File: config.mk
export PLATFORM = sky130hd
export DESIGN_NAME = eth_mac_conf_ctrl
export DESIGN_NICKNAME = d
export VERILOG_FILES = /design/src/rtl/eth_mac_conf_pkg.sv /design/src/rtl/eth_mac_conf_ctrl.sv
export SDC_FILE = /design/constraint.sdc
export NUM_CORES = 1
export LEC_CHECK = 0
export BUFFER_PORTS_ARGS = -buffer_cell sky130_fd_sc_hd__buf_2
export CORE_ASPECT_RATIO = 0.6
export CORE_UTILIZATION = 50
export DETAILED_ROUTE_END_ITERATION = 12
export PLACE_DENSITY_LB_ADDON = 0.05
export SLEW_MARGIN = 20
export SYNTH_ARGS = -nofsm -noshare
export SYNTH_HDL_FRONTEND = slang
export SYNTH_SLANG_ARGS = --single-unit
File: constraint.sdc
create_clock -name clk156 -period 3.8 [get_ports clk156]
set_input_delay 0.57 -clock clk156 [delete_from_list [all_inputs] [get_ports clk156]]
set_output_delay 0.57 -clock clk156 [all_outputs]
set_load 0.03 [all_outputs]
File: src/rtl/eth_mac_conf_pkg.sv
// Shared definitions for the MAC configuration controller: register map,
// flag bit indices, configuration-vector field positions, FSM states and packer.
package eth_mac_conf_pkg;

  localparam logic [1:0] ADDR_MAC_LO  = 2'd0;
  localparam logic [1:0] ADDR_MAC_HI  = 2'd1;
  localparam logic [1:0] ADDR_MAX_LEN = 2'd2;
  localparam logic [1:0] ADDR_FLAGS   = 2'd3;

  localparam int FLG_TX_EN        = 0;
  localparam int FLG_RX_EN        = 1;
  localparam int FLG_VLAN         = 2;
  localparam int FLG_JUMBO        = 3;
  localparam int FLG_TX_DIC       = 4;
  localparam int FLG_RX_FLCHK_DIS = 5;
  localparam int FLG_RX_LTCHK_DIS = 6;

  localparam logic [6:0] FLG_EN_MASK = 7'b000_0011;

  localparam int MAC_LSB          = 32;
  localparam int LEN_LSB          = 16;
  localparam int VEC_TX_DIC       = 10;
  localparam int VEC_RX_FLCHK_DIS = 9;
  localparam int VEC_RX_LTCHK_DIS = 8;
  localparam int VEC_JUMBO        = 4;
  localparam int VEC_VLAN         = 2;
  localparam int VEC_EN           = 1;

  typedef enum logic [2:0] {
    IDLE   = 3'd0,
    DRAIN  = 3'd1,
    APPLY  = 3'd2,
    SETTLE = 3'd3,
    ENABLE = 3'd4
  } conf_state_t;

  function automatic logic [79:0] pack_vec(input logic [47:0] mac,
                                           input logic [14:0] len,
                                           input logic [6:0]  flags,
                                           input logic        is_rx);
    logic [79:0] v;
    v = '0;
    v[MAC_LSB +: 48]  = mac;
    v[LEN_LSB +: 15]  = len;
    v[VEC_JUMBO]      = flags[FLG_JUMBO];
    v[VEC_VLAN]       = flags[FLG_VLAN];
    if (is_rx) begin
      v[VEC_EN]           = flags[FLG_RX_EN];
      v[VEC_RX_FLCHK_DIS] = flags[FLG_RX_FLCHK_DIS];
      v[VEC_RX_LTCHK_DIS] = flags[FLG_RX_LTCHK_DIS];
    end else begin
      v[VEC_EN]           = flags[FLG_TX_EN];
      v[VEC_TX_DIC]       = flags[FLG_TX_DIC];
    end
    return v;
  endfunction

endpackage

File: src/rtl/eth_mac_conf_ctrl.sv
// Runtime TX/RX configuration-vector controller with a safe commit sequence.
// Optional drain timeout with sticky error: define CONF_TIMEOUT_EN.
module eth_mac_conf_ctrl
  import eth_mac_conf_pkg::*;
#(
  parameter logic [47:0] SRC_MAC       = 48'h001122334455,
  parameter int          MAX_FRAME_LEN = 1518,
  parameter logic [6:0]  DEFAULT_FLAGS = 7'h7F,
  parameter int          SETTLE_CYCLES = 4,
  parameter int          DRAIN_TIMEOUT = 1024
) (
  input  logic        clk156,
  input  logic        rst156_n,
  input  logic        cfg_wr_en,
  input  logic [1:0]  cfg_addr,
  input  logic [31:0] cfg_wr_data,
  input  logic        cfg_commit,
  output logic        cfg_busy,
  output logic        cfg_done,
  output logic        cfg_err,
  input  logic        mac_tx_busy,
  input  logic        mac_rx_busy,
  output logic [79:0] mac_tx_configuration_vector,
  output logic [79:0] mac_rx_configuration_vector
);

  localparam logic [14:0] RST_LEN     = 15'(MAX_FRAME_LEN);
  localparam logic [7:0]  SETTLE_LAST = 8'(SETTLE_CYCLES - 1);
  localparam logic [79:0] RST_TX_VEC  = pack_vec(SRC_MAC, RST_LEN, DEFAULT_FLAGS, 1'b0);
  localparam logic [79:0] RST_RX_VEC  = pack_vec(SRC_MAC, RST_LEN, DEFAULT_FLAGS, 1'b1);

  conf_state_t r_state;
  conf_state_t w_state_nxt;
  logic        w_commit_ok;

  logic [47:0] r_shd_mac;
  logic [14:0] r_shd_len;
  logic [6:0]  r_shd_flags;
  logic [47:0] r_act_mac;
  logic [14:0] r_act_len;
  logic [6:0]  r_act_flags;
  logic [7:0]  r_settle_cnt;
  logic [79:0] r_tx_vec;
  logic [79:0] r_rx_vec;
  logic        r_busy;
  logic        r_done;

  logic        w_drain_idle;
  logic [6:0]  w_act_flags_off;
  logic [6:0]  w_shd_flags_off;

  assign w_drain_idle    = !mac_tx_busy && !mac_rx_busy;
  assign w_act_flags_off = r_act_flags & ~FLG_EN_MASK;
  assign w_shd_flags_off = r_shd_flags & ~FLG_EN_MASK;

`ifdef CONF_TIMEOUT_EN
  localparam logic [15:0] DRAIN_LIMIT = 16'(DRAIN_TIMEOUT - 1);
  logic [15:0] r_drain_cnt;
  logic        r_err;
  logic        w_timeout;
`endif

  always_ff @(posedge clk156 or negedge rst156_n) begin
    if (!rst156_n) r_state <= IDLE;
    else           r_state <= w_state_nxt;
  end

  always_comb begin
    w_state_nxt = r_state;
    w_commit_ok = 1'b0;
`ifdef CONF_TIMEOUT_EN
    w_timeout   = 1'b0;
`endif
    case (r_state)
      IDLE: begin
        if (cfg_commit) begin
          w_state_nxt = DRAIN;
          w_commit_ok = 1'b1;
        end
      end
      DRAIN: begin
        if (w_drain_idle) begin
          w_state_nxt = APPLY;
        end
`ifdef CONF_TIMEOUT_EN
        // Give up on the drain: keep the old configuration and re-enable.
        else if (r_drain_cnt == DRAIN_LIMIT) begin
          w_state_nxt = ENABLE;
          w_timeout   = 1'b1;
        end
`endif
      end
      APPLY:   w_state_nxt = SETTLE;
      SETTLE:  if (r_settle_cnt == SETTLE_LAST) w_state_nxt = ENABLE;
      ENABLE:  w_state_nxt = IDLE;
      default: w_state_nxt = IDLE;
    endcase
  end

  always_ff @(posedge clk156 or negedge rst156_n) begin
    if (!rst156_n) begin
      r_shd_mac    <= SRC_MAC;
      r_shd_len    <= RST_LEN;
      r_shd_flags  <= DEFAULT_FLAGS;
      r_act_mac    <= SRC_MAC;
      r_act_len    <= RST_LEN;
      r_act_flags  <= DEFAULT_FLAGS;
      r_settle_cnt <= '0;
      r_tx_vec     <= RST_TX_VEC;
      r_rx_vec     <= RST_RX_VEC;
      r_busy       <= 1'b0;
      r_done       <= 1'b0;
    end else begin
      // Host writes only land while idle, so the shadow is stable during a sequence.
      if (r_state == IDLE && cfg_wr_en) begin
        case (cfg_addr)
          ADDR_MAC_LO:  r_shd_mac[31:0]  <= cfg_wr_data;
          ADDR_MAC_HI:  r_shd_mac[47:32] <= cfg_wr_data[15:0];
          ADDR_MAX_LEN: r_shd_len        <= cfg_wr_data[14:0];
          default:      r_shd_flags      <= cfg_wr_data[6:0];
        endcase
      end

      if (r_state == SETTLE && r_settle_cnt != SETTLE_LAST) r_settle_cnt <= r_settle_cnt + 8'd1;
      else                                                  r_settle_cnt <= '0;

      if (r_state == APPLY) begin
        r_act_mac   <= r_shd_mac;
        r_act_len   <= r_shd_len;
        r_act_flags <= r_shd_flags;
      end

      // Vectors only move on transitions: gate enables, load new fields, re-enable.
      if (r_state == IDLE && w_state_nxt == DRAIN) begin
        r_tx_vec <= pack_vec(r_act_mac, r_act_len, w_act_flags_off, 1'b0);
        r_rx_vec <= pack_vec(r_act_mac, r_act_len, w_act_flags_off, 1'b1);
      end else if (r_state == APPLY) begin
        r_tx_vec <= pack_vec(r_shd_mac, r_shd_len, w_shd_flags_off, 1'b0);
        r_rx_vec <= pack_vec(r_shd_mac, r_shd_len, w_shd_flags_off, 1'b1);
      end else if (r_state != ENABLE && w_state_nxt == ENABLE) begin
        r_tx_vec <= pack_vec(r_act_mac, r_act_len, r_act_flags, 1'b0);
        r_rx_vec <= pack_vec(r_act_mac, r_act_len, r_act_flags, 1'b1);
      end

      r_busy <= (w_state_nxt != IDLE);
      r_done <= (w_state_nxt == ENABLE);
    end
  end

`ifdef CONF_TIMEOUT_EN
  always_ff @(posedge clk156 or negedge rst156_n) begin
    if (!rst156_n) begin
      r_drain_cnt <= '0;
      r_err       <= 1'b0;
    end else begin
      if (r_state != DRAIN)                r_drain_cnt <= '0;
      else if (r_drain_cnt != DRAIN_LIMIT) r_drain_cnt <= r_drain_cnt + 16'd1;

      if (w_commit_ok)    r_err <= 1'b0;
      else if (w_timeout) r_err <= 1'b1;
    end
  end

  assign cfg_err = r_err;
`else
  assign cfg_err = 1'b0;
`endif

  assign cfg_busy                    = r_busy;
  assign cfg_done                    = r_done;
  assign mac_tx_configuration_vector = r_tx_vec;
  assign mac_rx_configuration_vector = r_rx_vec;

endmodule

=== After elaboration in Yosys (flattened, before gate mapping) ===
Index checks and enable logic that the tools add are counted.
Widths: inputs -> output; s select.

* Reductions and logical operators: 16
* Bitwise logic cells: 1
* $add $sub $neg: 1
* Equal/unequal tests: 10
* Multiplexer cells: 11

{| class="wikitable"
|+ Operator list
! kind !! number
|-
| $mux 80 || 6
|-
| $pmux 3 s4 || 1
|-
| $mux 3 || 3
|-
| $add 8x1->8 const B || 1
|-
| $eq 8x2->1 const B || 1
|-
| $mux 8 || 1
|-
| $ne 8x2->1 const B || 1
|-
| $reduce_and 2->1 || 4
|-
| $eq 3x1->1 const B || 2
|-
| $eq 3x2->1 const B || 2
|-
| $reduce_bool 3->1 || 2
|-
| $logic_and 1x1->1 || 5
|-
| $eq 3x3->1 const B || 1
|-
| $logic_not 3->1 || 1
|-
| $ne 3x3->1 const B || 1
|-
| $reduce_or 3->1 || 1
|-
| $eq 2x1->1 const B || 1
|-
| $eq 2x2->1 const B || 1
|-
| $logic_not 1->1 || 2
|-
| $logic_not 2->1 || 1
|-
| $not 1->1 || 1
|}

* Output and inout port bits: 163
* Register bits after elaboration: 313
* Word-level logic and storage cells: 52
* Bits of input ports: 40

=== Logic depth before layout (Yosys ltp) ===
Gate-level depths: netlist (run 1).

* Depth in word-level cells: 9
* Depth in mapped cells: 7
* Mapped depth without buffers: 5

=== Least setup slack after synthesis (run 1) ===
OpenSTA, ideal clock, no wires.

* Path kind: reg2reg
* Start: register r_settle_cnt[0]
* End: register r_tx_vec[59], in the netlist mac_tx_configuration_vector[59]
* Setup time: 125 ps
* Stages on the path, launching flop included: 8
* Data arrival time: 1847 ps
* Setup slack: 1828 ps
* Data required time: 3675 ps
* Path buffers: 2
* Cells stage by stage: dfrtp_1 > ha_1 > nor4b_2 > nand2_1 > o21bai_2 > buf_2 > buf_4 > mux2_2

* Longest elaborated chain between the ends: 6
* Elaborated cells on any way between the ends: 9
* Those cells by class: eq/ne (3); mux (3); reduce/logical (3)

{| class="wikitable"
|+ Ends and longest elaborated chain
! element !! RTL line !! source
|-
| start, declared || eth_mac_conf_ctrl.sv:42 || <nowiki>logic [7:0] r_settle_cnt;</nowiki>
|-
| start signal, assigned || eth_mac_conf_ctrl.sv:124 || <nowiki>if (r_state == SETTLE && r_settle_cnt != SETTLE_LAST) r_settle_cnt <= r_settle_cnt + 8'd1;</nowiki>
|-
| $eq 8x2->1 (*) || eth_mac_conf_ctrl.sv:94 || <nowiki>SETTLE: if (r_settle_cnt == SETTLE_LAST) w_state_nxt = ENABLE;</nowiki>
|-
| $mux 3 (*) || eth_mac_conf_ctrl.sv:94 ||
|-
| $pmux 3 s4 (*) || eth_mac_conf_ctrl.sv:74 || <nowiki>case (r_state)</nowiki>
|-
| $eq 3x1->1 or $eq 3x3->1 (tied branches) || eth_mac_conf_ctrl.sv:134, eth_mac_conf_ctrl.sv:140 ||
|-
| $logic_and 1x1->1 (on tied branches) || eth_mac_conf_ctrl.sv:134, eth_mac_conf_ctrl.sv:140 ||
|-
| $reduce_bool 3->1 (no source line) or $mux 80 (tied branches) || -- ||
|-
| end signal, assigned || eth_mac_conf_ctrl.sv:135 || <nowiki>r_tx_vec <= pack_vec(r_act_mac, r_act_len, w_act_flags_off, 1'b0);</nowiki>
|-
| end signal, assigned || eth_mac_conf_ctrl.sv:138 || <nowiki>r_tx_vec <= pack_vec(r_shd_mac, r_shd_len, w_shd_flags_off, 1'b0);</nowiki>
|-
| end signal, assigned || eth_mac_conf_ctrl.sv:141 || <nowiki>r_tx_vec <= pack_vec(r_act_mac, r_act_len, r_act_flags, 1'b0);</nowiki>
|-
| end, declared || eth_mac_conf_ctrl.sv:43 || <nowiki>logic [79:0] r_tx_vec;</nowiki>
|}

Mark *: on every way between the ends. The rest lies on a longest branch, timed or not.
A chain may end at the register's enable or synchronous reset.

=== Final worst setup path (run 1) ===
* Start: register r_settle_cnt[0]
* End: register r_tx_vec[73], in the netlist mac_tx_configuration_vector[73]

Same word-level chain as after synthesis.

==> results of run 1 <==
==> registers in the layout, summed over array words and instances, names as in the netlist <==
| name | count |
|---|---|
| cfg_busy | 1 |
| cfg_done | 1 |
| mac_rx_configuration_vector | 4 |
| mac_tx_configuration_vector | 66 |
| r_act_flags | 7 |
| r_act_len | 15 |
| r_act_mac | 48 |
| r_settle_cnt | 8 |
| r_shd_flags | 7 |
| r_shd_len | 15 |
| r_shd_mac | 48 |
| r_state | 3 |
==> metrics by stage <==
step / std cells / power, mW / instance area (sq um) / hold slack (ns) / util (%)
final: 975 / 10.6 / 10500 / 0.110 / 57.9
after global routing: 975 / 11.2 / 10500 / 0.169 / 57.9
after CTS: 975 / 10.7 / 10500 / 0.146 / 57.9
after detailed placement: 938 / 8.59 / 9830 / 0.469 / 54.1
after global placement: 938 / 8.47 / 9830 / 0.462 / 54.1
after floorplan: 627 / 7.92 / 9410 / 0.274 / -
==> routing by layer <==
layer  global-route usage, %  routed length, um  vias to the layer above
met1                    25.6               7780                     2495
met2                    26.8               7290                      155
met3                    3.60                895                       24
met4                    2.97                235                        2
li1                        -                  -                     2188
met5                       0                 17                        -
==> power by group through the flow <==
stage / clock network (mW) / logic [mW] / registers [mW]
floorplan: 0 / 3.10 / 4.82
global placement: 0 / 4.21 / 4.26
detailed placement: 0 / 4.27 / 4.33
CTS: 2.14 / 4.28 / 4.29
global route: 2.23 / 4.52 / 4.43
finish: 2.08 / 4.23 / 4.28
==> cell type report <==
type,count,share of cell area (%)
Sequential cell,223,54.1
Multi-Input combinational cell,288,27.1
Timing Repair Buffer,183,9.33
Clock buffer,33,5.81
Tap cell,240,2.86
Clock inverter,4,0.667
Inverter,4,0.143
==> cells by family after synthesis <==
family / share of synthesized area [%]
and+or+nand+nor: 2.74
adders and majority gates: 0.134
DFF: 61.1
AOI/OAI and AO/OA: 0.362
muxes: 25.6
buffers and inverters: 9.54
other: 0.0403
xor gates and xnor gates: 0.564
==> worst paths after layout <==
| check | startpoint | end | slack (ns) | cells past startpoint |
|---|---|---|---|---|
| worst max-delay path | r_settle_cnt[0] | mac_tx_configuration_vector[73] | 1.60 | 6 |
| worst min-delay path | rst156_n | mac_tx_configuration_vector[41] | 0.11 | 1 |
| worst max register to register | r_settle_cnt[0] | mac_tx_configuration_vector[73] | 1.60 | 6 |
| worst min register to register | r_shd_mac[23] | r_shd_mac[23] | 0.48 | 1 |
| max in group asynchronous | rst156_n | mac_tx_configuration_vector[32] | 2.74 | 2 |
| min in group clk156 | cfg_wr_data[19] | r_shd_mac[19] | 0.30 | 2 |
==> critical path: stages, from the launching register on <==
cell and delay [ns]:
dfrtp_1 0.38, ha_1 0.22, nor4b_2 0.33, nand2_1 0.19, o21bai_4 0.17, buf_12 0.37
mux2_2 0.39
==> placed cells by master, fill, tap and decap left out, types with 2 or more instances in the layout <==
cell	netlist	layout
mux2_2	181	181
buf_2	5	175
dfrtp_1	136	136
dfstp_2	87	87
conb_1	1	26
mux2_1	22	22
clkbuf_16	0	21
nor2_1	15	15
clkbuf_1	1	8
mux2_4	5	5
xor2_1	4	4
inv_1	4	4
clkbuf_8	0	4
buf_4	93	4
nor3_1	3	3
nand2_1	3	3
and3_1	3	3
nand3_1	3	3
buf_12	0	3
xnor2_1	2	2
nor3_4	1	2
a31oi_1	2	2
mux2i_1	2	2
nor2_4	2	2
nand2_4	2	2
bufinv_16	0	2
clkinv_2	0	2
==> results_dict.tcl, run 1 <==
set metrics [dict create \
    synth_edf_count 0 \
    synth_common_cells "mux2_2 (181), dfrtp_1 (136), buf_4 (93), dfstp_2 (87), mux2_1 (22)" \
    fmax_mhz 454 \
    vias 4864 \
    syn_to_final_growth_pct 12.8 \
    rows 38 \
    viasPerCell 4.99 \
    clk_path_buf_depth 3 \
    drv_cap 0 \
    nFillCells 1445 \
    cp_max_fo 68 \
    power.internal_mw 6.75 \
    setup_viol 0 \
    skew_ns 0.00763 \
    numPortBuffers 176 \
    n_antenna_cell 0 \
    grt_usage_pct 17.4 \
    finalSetupTns_ns 0 \
    place_ws_ns 1.60 \
    grt_pass1_wl_um 25800 \
    dieWidth_um 178 \
    ant_nets 0 \
    synth_top_area_share_pct 36.5 \
    status "complete, no violations" \
    p_leak_nw 5.04 \
    slew-limit-headroom_pct 49.7 \
    cp.required_ns 4.17 \
    clock_sinks 223 \
    crit_arrival_ns 2.57 \
    synth_most_common_cell "mux2_2" \
    cts_htree_levels 1 \
    end_kind "flop" \
    nNetsFinal 762 \
    hold_viol 0 \
    numCtsBuffers 21 \
    layout-drive-gt1-share_pct 67.3 \
    setup_ws_ns 1.60 \
    drc 0 \
    ctsResizeCount 0 \
    fp.coreArea_sq_mm 0.0182 \
    yosysSeqAreaShare_pct 61.1 \
    synth.distinct_cells 35 \
    yosys_warnings 0 \
    start_util_pct 51.3 \
    firstDrtPassIters 4 \
    wl_per_cell_um 16.6 \
    power_density_mw_per_mm2 1010 \
    netlist.top_cell.by_area "dfrtp_1" \
    antenna_found_initial 1 \
    ctsHoldBuffers 0 \
    routed_wirelength_um 16200 \
    switching_power_mw 3.83 \
    fin_crit_sh_pct 58.0 \
    p_sw_share_pct 36.2 \
    postCtsSetupBuffers 0 \
    die-area_sq_mm 0.0192 \
    clk_latency_ns 0.49 \
    multi_input_area_sq_mm 0.00285 \
    pin_count 203 \
    path_clk_slew_ns 0.06 \
    critical_path_class "reg -> reg" \
    cp-start-kind "flop" \
    die_h_um 108 \
    synthCells 602 \
    synthFlopType "dfrtp_1" \
    grt_max_degree 102 \
    drtIter0Drc 225 \
    maxSlewViolCount 0 \
    clkPwrFrac_pct 19.6 \
    register_area_sq_mm 0.00569 \
    grt-ovfl-total 0 \
    async_reset_ff_share_pct 100 \
    synth.area.top_cells "dfrtp_1 (37%), dfstp_2 (25%), mux2_2 (22%), buf_4 (7.5%), mux2_1 (2.7%)" \
    cts-root-buf "clkbuf_16" \
    peakVddDrop_mv 0.545 \
    synth_area_sq_mm 0.00932 \
    worstMarginPinSlew_ns 0.754 \
    p_seq_share_pct 40.4 \
    cts_tree "built" \
    hold_class "in -> async" \
    avgSynthCellArea_sq_um 15.5 \
    ys_ff_latch 223 \
    fin_crit_ns 2.20 \
    gp_congestion 0.726 \
    grt_pass1_vias 4716 \
    grt_setup_unrepaired "no" \
    hpwl_um 10300 \
    comb_power_share_pct 39.9 \
]
Power figures use the tool's default switching activity.
==> inputs of run 2 (changes only) <==
--- a/config.mk
+++ b/config.mk
@@ -5,9 +5,10 @@
 export SDC_FILE = /design/constraint.sdc
 export NUM_CORES = 1
 export LEC_CHECK = 0
+export ABC_AREA = 1
 export BUFFER_PORTS_ARGS = -buffer_cell sky130_fd_sc_hd__buf_2
 export CORE_ASPECT_RATIO = 0.6
-export CORE_UTILIZATION = 50
+export CORE_UTILIZATION = 49
 export DETAILED_ROUTE_END_ITERATION = 12
 export PLACE_DENSITY_LB_ADDON = 0.05
 export SLEW_MARGIN = 20
==> constraint.sdc (replaced) <==
create_clock -name clk156 -period 1.96 [get_ports clk156]
set_input_delay 0.294 -clock clk156 [delete_from_list [all_inputs] [get_ports clk156]]
set_output_delay 0.294 -clock clk156 [all_outputs]
set_load 0.03 [all_outputs]
==> run 2 against run 1 <==
Final cell count is 43% higher. Non-clock buffer count grew 22. Sequential share of layout area is 1.3 points lower. Final area up 2.4%. Via count increased by 39%. Fmax increased by 31%.
==> results_dict.tcl, run 2 <==
set metrics [dict create \
    wl_per_cell_um 15.0 \
    drtIter0Drc 461 \
    power_density_mw_per_mm2 1720 \
    clk_latency_ns 0.51 \
    fin_crit_ns 1.69 \
    cts_htree_levels 1 \
    peakVddDrop_mv 0.860 \
    slew-limit-headroom_pct 56.2 \
    n_antenna_cell 0 \
    cp_max_fo 25 \
    power_mw 18.6 \
    async_reset_ff_share_pct 100 \
    viasPerCell 4.84 \
    numCtsBuffers 21 \
    grt_max_degree 65 \
    synth_area_sq_mm 0.00936 \
    gp_congestion 0.792 \
    ant_nets 0 \
    finalSetupTns_ns 0 \
    die-area_sq_mm 0.0197 \
    largest_reg_flops 66 \
    path_clk_slew_ns 0.06 \
    maxSlewViolCount 0 \
    crit_arrival_ns 2.07 \
    pin_count 203 \
    end_kind "flop" \
    synth_top_area_share_pct 36.3 \
    grt_usage_pct 21.8 \
    ys_ff_latch 223 \
    syn_to_final_growth_pct 15.0 \
    fp.coreArea_sq_mm 0.0184 \
    routed_wirelength_um 20800 \
    synth_edf_count 0 \
    synth.distinct_cells 25 \
    cts_tree "built" \
    rows 38 \
    setup_viol 0 \
    hold_viol 0 \
    hold_class "in -> reg" \
    avgSynthCellArea_sq_um 9.13 \
    firstDrtPassIters 5 \
    dieWidth_um 180 \
    drc 0 \
    status "complete, no violations" \
    clk_path_buf_depth 3 \
    clock_sinks 223 \
    vias 6741 \
    synthCells 1026 \
    grt_setup_unrepaired "no" \
    cp-start-kind "flop" \
    synthFlopType "dfrtp_1" \
    nFillCells 1713 \
    yosysSeqAreaShare_pct 60.8 \
    cp.required_ns 2.34 \
    layout_common_cells "nand2_1 (426), buf_2 (175), dfrtp_1 (136), dfstp_2 (87), nand3_1 (75)" \
    yosys_warnings 0 \
    fin_crit_sh_pct 86.0 \
    grt_pass1_wl_um 33600 \
    hpwl_um 13500 \
    start_util_pct 50.9 \
    synth_most_common_cell "nand2_1" \
    synth_common_cells "nand2_1 (427), dfrtp_1 (136), buf_4 (92), dfstp_2 (87), nand3_1 (75)" \
    ctsResizeCount 0 \
    drv_cap 0 \
    grt-ovfl-total 0 \
    p_leak_nw 5.91 \
    mostFrequentLayoutCell "nand2_1" \
    numPortBuffers 176 \
    worstMarginPinSlew_ns 0.657 \
    synth.area.top_cells "dfrtp_1 (36%), dfstp_2 (24%), nand2_1 (17%), buf_4 (7.4%), nand3_1 (4.0%)" \
    nNetsFinal 1179 \
    die_h_um 109 \
    cts-root-buf "clkbuf_16" \
    netlist.top_cell.by_area "dfrtp_1" \
    grt_pass1_vias 6082 \
    r2r_slack_ns 0.27 \
    fmax_mhz 593 \
    multi_input_area_sq_mm 0.00266 \
    layout-drive-gt1-share_pct 28.7 \
    skew_ns 0.0215 \
    register_area_sq_mm 0.00569 \
    critical_path_class "reg -> reg" \
    antenna_found_initial 0 \
]
==> run 2: cell count changes in the layout (fill, tap and decap cells not counted), sizes merged, moves of 3 or more <==
cell | previous run | this run
a21oi | 1 | 5
and3 | 3 | 0
buf | 183 | 199
dlygate4sd3 | 0 | 6
inv | 4 | 50
mux2 | 208 | 0
nand2 | 5 | 428
nand3 | 4 | 77
nor2 | 17 | 20
o21ai | 1 | 75
xor2 | 4 | 1
==> run 2: power breakdown <==
| group | internal, mW | total (mW) | switching (mW) |
|---|---|---|---|
| Combinational | 1.97 | 6.80 | 4.84 |
| Clock | 2.42 | 4.17 | 1.74 |
| Sequential | 6.74 | 7.60 | 0.854 |
==> run 2: worst paths after layout <==
path / depth (start not counted) / start / to
max: 8 / r_state[1] / mac_tx_configuration_vector[78]
min: 3 / cfg_wr_data[21] / r_shd_mac[21]
min in group asynchronous: 2 / rst156_n / mac_tx_configuration_vector[20]
min reg2reg: 1 / r_settle_cnt[0] / r_settle_cnt[0]
max in group asynchronous: 3 / rst156_n / r_shd_mac[17]
max reg2reg: 8 / r_state[1] / mac_tx_configuration_vector[78]
==> run 2: worst max-delay path: stages (launching register included) <==
cell and delay, ns:
dfrtp_1 0.39, inv_2 0.07, nor3_4 0.32, inv_2 0.26, buf_12 0.24, nand2_1 0.06, nand2_1 0.09, nand2_1 0.09
nand2_1 0.05
==> run 2: layer usage <==
metal | routed length, um | track usage, % | part of all wire (%)
met1 | 11300 | 35.6 | 54
met5 | 0 | 0 | 0
met2 | 8250 | 30.4 | 40
met4 | 279 | 3.85 | 1.3
met3 | 1050 | 3.31 | 5.0
==> run 2: stage by stage <==
step | utilization (%) | cell area [sq um] | instances | hold WS (ns) | setup WS, ns
floorplan | - | 9460 | 1051 | -0.00159 | 0.605
global placement | 54.3 | 9980 | 1347 | 0.219 | 0.209
detailed placement | 54.3 | 9980 | 1347 | 0.224 | 0.164
CTS | 58.4 | 10800 | 1391 | 0.00341 | 0.144
global route | 58.5 | 10800 | 1393 | 0.0222 | 0.0864
finish | 58.5 | 10800 | 1393 | 0.0110 | 0.274
==> run 2: repair_timing <==
| action | CTS | global route |
|---|---|---|
| hold buffers | 6 | 0 |
| hold endpoints to repair | 46 | 0 |
| setup endpoints to repair | 0 | 1 |
| buffers inserted | 0 | 2 |
==> run 2: area by class of cell <==
class                   instances  share of cell area [%]
flip-flops and latches        223                    52.8
multi-input cells             638                    24.7
repair buffers                205                    11.4
clock buffers                  32                    6.02
well taps                     240                    2.79
inverters                      49                    1.71
clock inverters                 6                   0.593
==> run 2: cells by family after synthesis <==
family	count (synthesis)	synth area share, %
and+or+nand+nor	530	22.8
other	1	0.0401
xor gates and xnor gates	1	0.0936
buffers and inverters	190	11.9
DFF	223	60.8
AOI/OAI and AO/OA	80	4.28
adders and majority gates	1	0.134
